File: config.mk
export PLATFORM = sky130hd
export DESIGN_NAME = doodle_x_motion
export DESIGN_NICKNAME = d
export VERILOG_FILES = /design/src/rtl/doodle_x_motion.sv
export SDC_FILE = /design/constraint.sdc
export NUM_CORES = 1
export LEC_CHECK = 0
export CAP_MARGIN = 25
export CORE_MARGIN = 2
export CORE_UTILIZATION = 30
export DETAILED_ROUTE_END_ITERATION = 16
export MAX_ROUTING_LAYER = met4
export PLACE_DENSITY_LB_ADDON = 0.15
export SETUP_SLACK_MARGIN = 0.1
export SLEW_MARGIN = 0
export SYNTH_ARGS = -nofsm -noshare
export SYNTH_HDL_FRONTEND = slang
export SYNTH_SLANG_ARGS = --single-unit
File: constraint.sdc
create_clock -name doodle_clk -period 10.55 [get_ports doodle_clk]
set_input_delay 2.11 -clock doodle_clk [delete_from_list [all_inputs] [get_ports doodle_clk]]
set_output_delay 2.11 -clock doodle_clk [all_outputs]
set_load 0.02 [all_outputs]
File: src/rtl/doodle_x_motion.sv
// Horizontal motion controller for the doodle sprite: joystick level decode, velocity ramp,
// position integration with border clamping. Define DOODLE_X_WRAP_EN to wrap at the borders instead.
module doodle_x_motion #(
   parameter int POS_W      = 10,
   parameter int X_W        = 10,
   parameter int VEL_W      = 6,
   parameter int CENTER     = 512,
   parameter int DEADZONE   = 75,
   parameter int ZONE_STEP  = 200,
   parameter int NUM_LEVELS = 2,
   parameter int SPEED_STEP = 1,
   parameter int ACCEL      = 1,
   parameter int HBP        = 325,
   parameter int HFP        = 625,
   parameter int SIZE       = 20,
   parameter int X_START    = 450
) (
   input  logic             doodle_clk,
   input  logic             rst,
   input  logic [POS_W-1:0] posData,
   input  logic             freeze,
   input  logic             respawn,
   input  logic [X_W-1:0]   load_x,
   output logic [X_W-1:0]   d_x,
   output logic [VEL_W-1:0] vel,
   output logic [2:0]       state,
   output logic             at_wall,
   output logic [7:0]       Led
);

   typedef enum logic [2:0] {
      S_IDLE   = 3'd0,
      S_ACCEL  = 3'd1,
      S_CRUISE = 3'd2,
      S_DECEL  = 3'd3,
      S_WALL   = 3'd4
   } state_e;

   localparam int SW = X_W + 2;
   localparam int XR = HFP - SIZE;
   localparam logic signed [SW-1:0]  XR_S  = SW'(XR);
   localparam logic signed [SW-1:0]  XL_S  = SW'(HBP);
   localparam logic signed [VEL_W:0] ACC_S = (VEL_W+1)'(ACCEL);

   state_e                  state_q, state_d;
   logic [X_W-1:0]          d_x_q, d_x_d;
   logic signed [VEL_W-1:0] vel_q, vel_d;
   logic                    at_wall_q, at_wall_d;
   logic [1:0]              lvl_r_q, lvl_r_d, lvl_l_q, lvl_l_d;

   logic signed [POS_W:0]   dev;
   logic [POS_W:0]          mag;
   int unsigned             level;
   logic [1:0]              lvl_sat;
   logic signed [VEL_W-1:0] target;
   logic signed [VEL_W:0]   vdiff;
   logic signed [VEL_W-1:0] vel_ramp;
   logic signed [SW-1:0]    sum;
   logic                    wall;

   function automatic state_e classify(input logic signed [VEL_W-1:0] v,
                                       input logic signed [VEL_W-1:0] t,
                                       input logic w);
      int vi, ti, va, ta;
      vi = int'(v);
      ti = int'(t);
      va = (vi < 0) ? -vi : vi;
      ta = (ti < 0) ? -ti : ti;
      if (w)                       return S_WALL;
      if (vi == 0 && ti == 0)      return S_IDLE;
      if (vi == ti)                return S_CRUISE;
      if (vi == 0)                 return S_ACCEL;
      if (ti != 0 && ((vi < 0) == (ti < 0)) && va < ta) return S_ACCEL;
      return S_DECEL;
   endfunction

   // Joystick decode and velocity ramp towards the selected target speed.
   always_comb begin
      dev = $signed((POS_W+1)'(CENTER)) - $signed({1'b0, posData});
      mag = dev[POS_W] ? $unsigned(-dev) : $unsigned(dev);
      level = 0;
      for (int unsigned k = 1; k <= NUM_LEVELS; k++) begin
         if (int'(mag) > DEADZONE + (int'(k) - 1) * ZONE_STEP) level = k;
      end
      target  = dev[POS_W] ? -VEL_W'(level * SPEED_STEP) : VEL_W'(level * SPEED_STEP);
      lvl_sat = (level > 3) ? 2'd3 : 2'(level);
      lvl_r_d = dev[POS_W] ? 2'd0 : lvl_sat;
      lvl_l_d = dev[POS_W] ? lvl_sat : 2'd0;
      vdiff   = $signed({target[VEL_W-1], target}) - $signed({vel_q[VEL_W-1], vel_q});
      if (vdiff > ACC_S)        vel_ramp = vel_q + VEL_W'(ACCEL);
      else if (vdiff < -ACC_S)  vel_ramp = vel_q - VEL_W'(ACCEL);
      else                      vel_ramp = target;
      sum = $signed({2'b00, d_x_q}) + $signed({{(SW-VEL_W){vel_q[VEL_W-1]}}, vel_q});
   end

   always_ff @(posedge doodle_clk) begin
      if (rst) begin
         state_q   <= S_IDLE;
         d_x_q     <= X_W'(X_START);
         vel_q     <= '0;
         at_wall_q <= 1'b0;
         lvl_r_q   <= '0;
         lvl_l_q   <= '0;
      end else begin
         state_q   <= state_d;
         d_x_q     <= d_x_d;
         vel_q     <= vel_d;
         at_wall_q <= at_wall_d;
         lvl_r_q   <= lvl_r_d;
         lvl_l_q   <= lvl_l_d;
      end
   end

   always_comb begin
      d_x_d   = d_x_q;
      vel_d   = vel_q;
      state_d = state_q;
      wall    = 1'b0;
      if (respawn) begin
         d_x_d   = load_x;
         vel_d   = '0;
         state_d = S_IDLE;
      end else if (freeze) begin
         vel_d   = '0;
         state_d = S_IDLE;
      end else begin
         // Position moves by the registered velocity; the ramp only affects the next tick.
         vel_d = (state_q == S_WALL) ? '0 : vel_ramp;
         d_x_d = X_W'(sum);
`ifdef DOODLE_X_WRAP_EN
         if (sum > XR_S)      d_x_d = X_W'(XL_S + (sum - XR_S - 1));
         else if (sum < XL_S) d_x_d = X_W'(XR_S - (XL_S - sum - 1));
`else
         if (sum > XR_S) begin
            d_x_d = X_W'(XR);
            vel_d = '0;
            wall  = 1'b1;
         end else if (sum < XL_S) begin
            d_x_d = X_W'(HBP);
            vel_d = '0;
            wall  = 1'b1;
         end
         if ((d_x_d == X_W'(XR) && target > 0) || (d_x_d == X_W'(HBP) && target < 0))
            wall = 1'b1;
`endif
         state_d = classify(vel_d, target, wall);
         if (state_d == S_WALL) vel_d = '0;
      end
      at_wall_d = (state_d == S_WALL);
   end

   always_comb begin
      d_x     = d_x_q;
      vel     = vel_q;
      state   = state_q;
      at_wall = at_wall_q;
      Led     = {at_wall_q, state_q, lvl_l_q, lvl_r_q};
   end

endmodule

==> results of run 1 <==
[kinds of logic after synthesis]
kind of cell / count (synthesis)
DFF: 24
adders and majority gates: 47
other: 2
buffers and inverters: 46
and+or+nand+nor: 201
xor gates and xnor gates: 24
AOI/OAI and AO/OA: 167
muxes: 9
[cells in the mapped netlist, drive strengths merged, types with 11 or more instances]
master,instances
a21o,13
a21oi,39
clkbuf,11
dfxtp,24
ha,46
inv,27
nand2,33
nand3,14
nor2,60
nor2b,14
nor3,16
o211ai,11
o21ai,26
xnor2,17
[registers in the layout (all words and copies together) (netlist names)]
register and flops:
lvl_r_q 2, lvl_l_q 2, d_x 10, vel 6
state 3, at_wall 1
[worst max-delay path, delay by kind of cell]
family | cells | cell delay [ns]
compound gates | 21 | 3.74
xor+xnor | 2 | 0.46
fa+ha+maj | 4 | 0.95
buf+inv | 5 | 0.84
mux | 2 | 0.20
simple gates | 9 | 1.76
[metal layers]
layer,up-vias,global-route usage (%)
li1,2114,-
met4,0,3.087
met5,-,-
met1,1920,19.92
met2,88,27.38
met3,12,2.091
[timing repair]
item                       CTS  global route
setup endpoints to repair    0             1
hold endpoints to repair     0             0
resized for setup            0            21
setup buffers                0             2
[stage by stage]
stage / utilization (%) / setup TNS, ns / worst slack [ns]
2_1_floorplan: - / 0 / 0.5981
3_3_place_gp: 38.08 / 0 / 0.02103
3_5_place_dp: 38.08 / -0.03113 / -0.03113
4_1_cts: 38.91 / 0 / 0.1949
5_1_grt: 39.87 / 0 / 0.1092
6_report: 39.87 / 0 / 0.6515
[power groups by stage]
stage | Clock [uW] | Combinational [uW] | Sequential (uW)
2_1_floorplan | 0 | 187 | 109
3_3_place_gp | 0 | 267 | 105
3_5_place_dp | 0 | 268 | 105
4_1_cts | 114 | 270 | 103
5_1_grt | 119 | 313 | 103
6_report | 111 | 281 | 102
[worst paths after layout]
kind	from	to	slack [ns]	depth (start not counted)
hold reg to reg	d_x[8]$_SDFFE_PP1P_	d_x[8]$_SDFFE_PP1P_	0.59	2
setup reg to reg	vel[0]$_SDFF_PP0_	state[1]$_SDFF_PP0_	3.77	32
setup / recovery	posData[0]	state[1]$_SDFF_PP0_	0.65	43
hold / removal	d_x[8]$_SDFFE_PP1P_	d_x[8]$_SDFFE_PP1P_	0.59	2
[layout make-up]
| class | count | share of cell area, % |
|---|---|---|
| clock inverter | 1 | 0.5993 |
| multi-input combinational | 485 | 67.89 |
| sequential | 24 | 9.588 |
| tap | 172 | 4.295 |
| inverter | 28 | 2.097 |
| clock buffer | 3 | 1.498 |
| timing repair buffer | 74 | 14.03 |
==> results.sh, run 1 <==
export IMPL_ys_flop_type="dfxtp_1"
export IMPL_clk_latency_ns=0.26
export IMPL_cp_end_kind="register"
export IMPL_io_buffer_count=51
export IMPL_cp_max_fo=8
export IMPL_grt_antenna_before_repair=0
export IMPL_antenna_left=0
export IMPL_dpl_cell_count=781
export IMPL_dieArea_mm2=0.01379
export IMPL_design_area_mm2=0.005011
export IMPL_drt_total_wl_um=10760
export IMPL_synth_edf_count=0
export IMPL_grt_overflow_total=0
export IMPL_fill_cells=1339
export IMPL_grt_pass1_vias=3800
export IMPL_synth_simple_gate_area_share_pct=28.33
export IMPL_num_nets_final=687
export IMPL_synth_top_area_share_pct=14.91
export IMPL_start_util_pct=30.71
export IMPL_critPathMaxStageDelay_ns=0.50
export IMPL_numCtsBuffers=3
export IMPL_std_cell_rows=41
export IMPL_async_flop_share_pct=0
export IMPL_m1WireLength_um=4967
export IMPL_total_power_uw=494.3
export IMPL_synth_top_area_cell="ha_1"
export IMPL_startpoint_type="input port"
export IMPL_swShare_pct=40.00
export IMPL_layout_commonest_cell="nor2_1"
export IMPL_placed_area_mm2=0.004786
export IMPL_coreArea_mm2=0.01257
export IMPL_maxSlewHeadroom_pct=52.01
export IMPL_skew_ns=0.004933
export IMPL_finalSetupViolations=0
export IMPL_io_pins=52
export IMPL_synth_compound_area_share_pct=30.57
export IMPL_chipHeight_um=117.4
export IMPL_grt_start_max_net_pins=22
export IMPL_p_seq_share_pct=20.7
export IMPL_drc=0
export IMPL_path_common_cell="o21a_1"
export IMPL_p_int_uw=296.6
export IMPL_crit_path_top_delay_cell="a2111o_1"
export IMPL_cts_tree="yes"
export IMPL_fmax_ghz=0.1010
export IMPL_clockBufferDepth=2
export IMPL_die_w_um=117.4
export IMPL_met3WireLength_um=416
export IMPL_arrival_ns=10.06
export IMPL_yosys_warnings=0
export IMPL_post_route_period_util_pct=93.82
export IMPL_drv_cap=0
export IMPL_clock_sinks=24
export IMPL_dr_first_iter_drc_count=288
export IMPL_met2WireLength_um=5249
export IMPL_synth_area_leaders="ha_1 (15%), dfxtp_1 (12%), nor2_1 (5.7%), a21oi_1 (5.1%), xnor2_1 (3.6%)"
export IMPL_hp_class="register to register"
export IMPL_post_drt_wl_per_cell_um=13.68
export IMPL_synthCells=520
export IMPL_comb_power_share_pct=56.8
export IMPL_final_hold_violation_count=0
export IMPL_multi_input_area_mm2=0.003402
export IMPL_powerDensity_mw_per_mm2=98.64
export IMPL_htreeDepth=1
export IMPL_diodes=0
export IMPL_avgSynthCellArea_um2=7.423
export IMPL_worst_pin_slew_ns=0.7180
export IMPL_layout_common_cells="nor2_1 (59), clkdlybuf4s50_1 (48), ha_1 (43), a21oi_1 (38), conb_1 (37)"
export IMPL_synthesis_area_mm2=0.003860
export IMPL_clockPowerShare_pct=22.5
export IMPL_synthMuxAreaShare_pct=2.366
export IMPL_slew_violations=0
export IMPL_seqCellArea_um2=480.5
export IMPL_synthXorXnorAreaFrac_pct=5.640
export IMPL_dr_pass1_iters=5
export IMPL_synth_seq_area_share_pct=12.45
export IMPL_highest_layer="met4"
export IMPL_cp_required_ns=10.71
export IMPL_ys_seq_elements=24
export IMPL_clk_pin_slew_ns=0.07
export IMPL_area_delta_synth_final_pct=29.82
export IMPL_synth_adder_area_share_pct=15.43
export IMPL_path_class="input port to register"
export IMPL_peakVddDrop_mv=0.05714
export IMPL_synth_top_family_by_area="compound AO/OA/AOI/OAI gates"
export IMPL_switchingPower_uw=197.7
export IMPL_ctsHoldBuffers=0
export IMPL_finalHoldWorstSlack_ns=0.5890
export IMPL_synth_cell_type_count=84
export IMPL_place_congestion=0.8910
export IMPL_period_minus_slack_ns=9.898
export IMPL_grt_pass1_wl_um=18170
export IMPL_vias=4134
export IMPL_rsz0062_at_grt="no"
export IMPL_hpwlAfterDp_um=8997
export IMPL_cts_root_buffer="clkbuf_16"
export IMPL_drive_above_1_share_pct=9.593
export IMPL_final_cell_count_no_fill=787
export IMPL_avgViaCountPerCell=5.253
export IMPL_p_leak_uw=0.002151
export IMPL_grt_use_total_pct=15.85
export IMPL_status="completed"
(Power assumes the default switching activity.)
==> run 2: changes to the inputs <==
--- a/config.mk
+++ b/config.mk
@@ -7,7 +7,7 @@
 export LEC_CHECK = 0
 export CAP_MARGIN = 25
 export CORE_MARGIN = 2
-export CORE_UTILIZATION = 30
+export CORE_UTILIZATION = 45
 export DETAILED_ROUTE_END_ITERATION = 16
 export MAX_ROUTING_LAYER = met4
 export PLACE_DENSITY_LB_ADDON = 0.15
==> run 2 against run 1 <==
- critical path depth up 1
- combinational power about the same
- worst setup slack worse by 0.14 ns
- cell area down 2.7%
- wire length down 5.1%
- clock power down 27%
- worst hold slack better by 0.00071 ns
- utilization up 19 points
- register-to-register slack better by 0.09 ns
- die area down 32%
- non-clock buffer count up 2
- via count up 1.2%
==> results.sh, run 2 (same netlist as run 1, synthesis figures left out) <==
export IMPL_clockBufferDepth=2
export IMPL_num_nets_final=689
export IMPL_switchingPower_uw=190.7
export IMPL_startpoint="posData[1]"
export IMPL_io_pins=52
export IMPL_total_power_uw=462.0
export IMPL_largest_reg_flops=10
export IMPL_p_int_uw=271.3
export IMPL_drv_cap=0
export IMPL_hp_class="register to register"
export IMPL_clockPowerShare_pct=17.5
export IMPL_io_buffer_count=51
export IMPL_place_congestion=0.9437
export IMPL_finalSetupViolations=0
export IMPL_cts_root_buffer="clkbuf_8"
export IMPL_fill_cells=764
export IMPL_critPathMaxStageDelay_ns=0.52
export IMPL_chipHeight_um=96.62
export IMPL_grt_start_max_net_pins=22
export IMPL_path_common_cell="o21a_1"
export IMPL_grt_antenna_before_repair=0
export IMPL_numCtsBuffers=3
export IMPL_powerDensity_mw_per_mm2=94.77
export IMPL_status="completed"
export IMPL_dr_first_iter_drc_count=171
export IMPL_seqCellArea_um2=480.5
export IMPL_cpLargestDelayFamily="compound AO/OA/AOI/OAI gates"
export IMPL_skew_ns=0.001249
export IMPL_maxSlewHeadroom_pct=49.93
export IMPL_cp_required_ns=10.72
export IMPL_slew_violations=0
export IMPL_cp_max_fo=8
export IMPL_cp_num_buf_inv=6
export IMPL_grt_use_total_pct=21.21
export IMPL_comb_power_share_pct=60.4
export IMPL_crit_path_top_delay_cell="clkdlybuf4s50_1"
export IMPL_antenna_left=0
export IMPL_p_leak_uw=0.002127
export IMPL_placed_area_mm2=0.004695
export IMPL_area_delta_synth_final_pct=26.29
export IMPL_vias=4183
export IMPL_tns_ns=0
export IMPL_layout_commonest_cell="nor2_1"
export IMPL_drc=0
export IMPL_rsz0062_at_grt="no"
export IMPL_multi_input_area_mm2=0.003386
export IMPL_grt_overflow_total=0
export IMPL_std_cell_rows=33
export IMPL_cts_tree="yes"
export IMPL_final_hold_violation_count=0
export IMPL_hpwlAfterDp_um=8177
export IMPL_grt_pass1_vias=3760
export IMPL_dr_pass1_iters=5
export IMPL_worst_pin_slew_ns=0.7482
export IMPL_arrival_ns=10.21
export IMPL_cp_end_kind="register"
export IMPL_post_route_period_util_pct=95.17
export IMPL_start_util_pct=46.74
export IMPL_grt_pass1_wl_um=16810
export IMPL_htreeDepth=1
export IMPL_die_w_um=96.62
export IMPL_design_area_mm2=0.004875
export IMPL_p_seq_share_pct=22.1
export IMPL_coreArea_mm2=0.008258
export IMPL_swShare_pct=41.28
export IMPL_diodes=0
export IMPL_clock_sinks=24
export IMPL_post_drt_wl_per_cell_um=14.15
export IMPL_drt_total_wl_um=10220
export IMPL_hold_start="d_x[8]$_SDFFE_PP1P_"
export IMPL_layout_common_cells="nor2_1 (59), clkdlybuf4s50_1 (50), ha_1 (44), a21oi_1 (38), conb_1 (37)"
export IMPL_clk_pin_slew_ns=0.09
export IMPL_dieArea_mm2=0.009334
export IMPL_avgViaCountPerCell=5.794
export IMPL_startpoint_type="input port"
export IMPL_worstReg2RegStart="vel[0]$_SDFF_PP0_"
export IMPL_fmax_ghz=0.09960
export IMPL_period_minus_slack_ns=10.04
export IMPL_clk_latency_ns=0.27
export IMPL_drive_above_1_share_pct=9.724
export IMPL_finalHoldWorstSlack_ns=0.5897
export IMPL_peakVddDrop_mv=0.04937
export IMPL_path_class="input port to register"
-- run 2: changes by cell type in the layout (fill, tap and decap cells not counted), moves of 2 or more --
cell and change:
dlymetal6s2s_1 -2, clkbuf_8 +3, clkdlybuf4s50_1 +2, buf_4 +3, xnor2_2 +2, clkbuf_16 -3
-- run 2: power by group through the flow --
stage	clock, uW	sequential [uW]	combinational, uW
after detailed placement	0	104	266
after floorplan	0	109	187
final	80.7	102	279
after global routing	85.4	103	312
after global placement	0	104	261
after CTS	82.0	102	268
-- run 2: layout make-up --
| cell class | count | share of cell area, % |
|---|---|---|
| clock buffer | 3 | 0.8470 |
| inverter | 28 | 2.156 |
| tap | 105 | 2.695 |
| clock inverter | 1 | 0.6160 |
| multi-input combinational | 485 | 69.46 |
| timing repair buffer | 76 | 14.37 |
| sequential | 24 | 9.856 |
-- run 2: final timing paths --
path	end	slack [ns]	depth (start not counted)
worst max-delay path	state[1]$_SDFF_PP0_	0.51	44
worst min-delay path	d_x[8]$_SDFFE_PP1P_	0.59	2
worst min register to register	d_x[8]$_SDFFE_PP1P_	0.59	2
worst max register to register	state[1]$_SDFF_PP0_	3.86	31
-- run 2: per-stage QoR --
stage	utilization, %	instances	worst slack [ns]
after floorplan	-	555	0.5981
after global placement	56.85	713	0.2626
after detailed placement	56.85	713	0.1009
after CTS	57.71	717	0.3412
after global routing	59.03	722	0.06595
final	59.03	722	0.5100
-- run 2: timing repair --
item,4_1_cts,5_1_grt
resized for setup,0,15
endpoints found under the setup margin,0,1
hold buffers,0,0
buffers inserted,0,5
-- run 2: routing by layer --
layer / track usage [%] / vias up / wire [um] / part of all wire [%]
met5: - / - / 0 / 0
met4: 4.442 / 0 / 97 / 0.95
met3: 2.168 / 10 / 410 / 4.0
met2: 38.25 / 115 / 5191 / 51
met1: 25.60 / 1943 / 4518 / 44
li1: - / 2115 / - / -
-- run 2: tightest hold or removal path, delay by kind of cell, from the launching register on --
kind,cells,cell delay [ns]
AOI/OAI and AO/OA,2,0.19
DFF,1,0.36
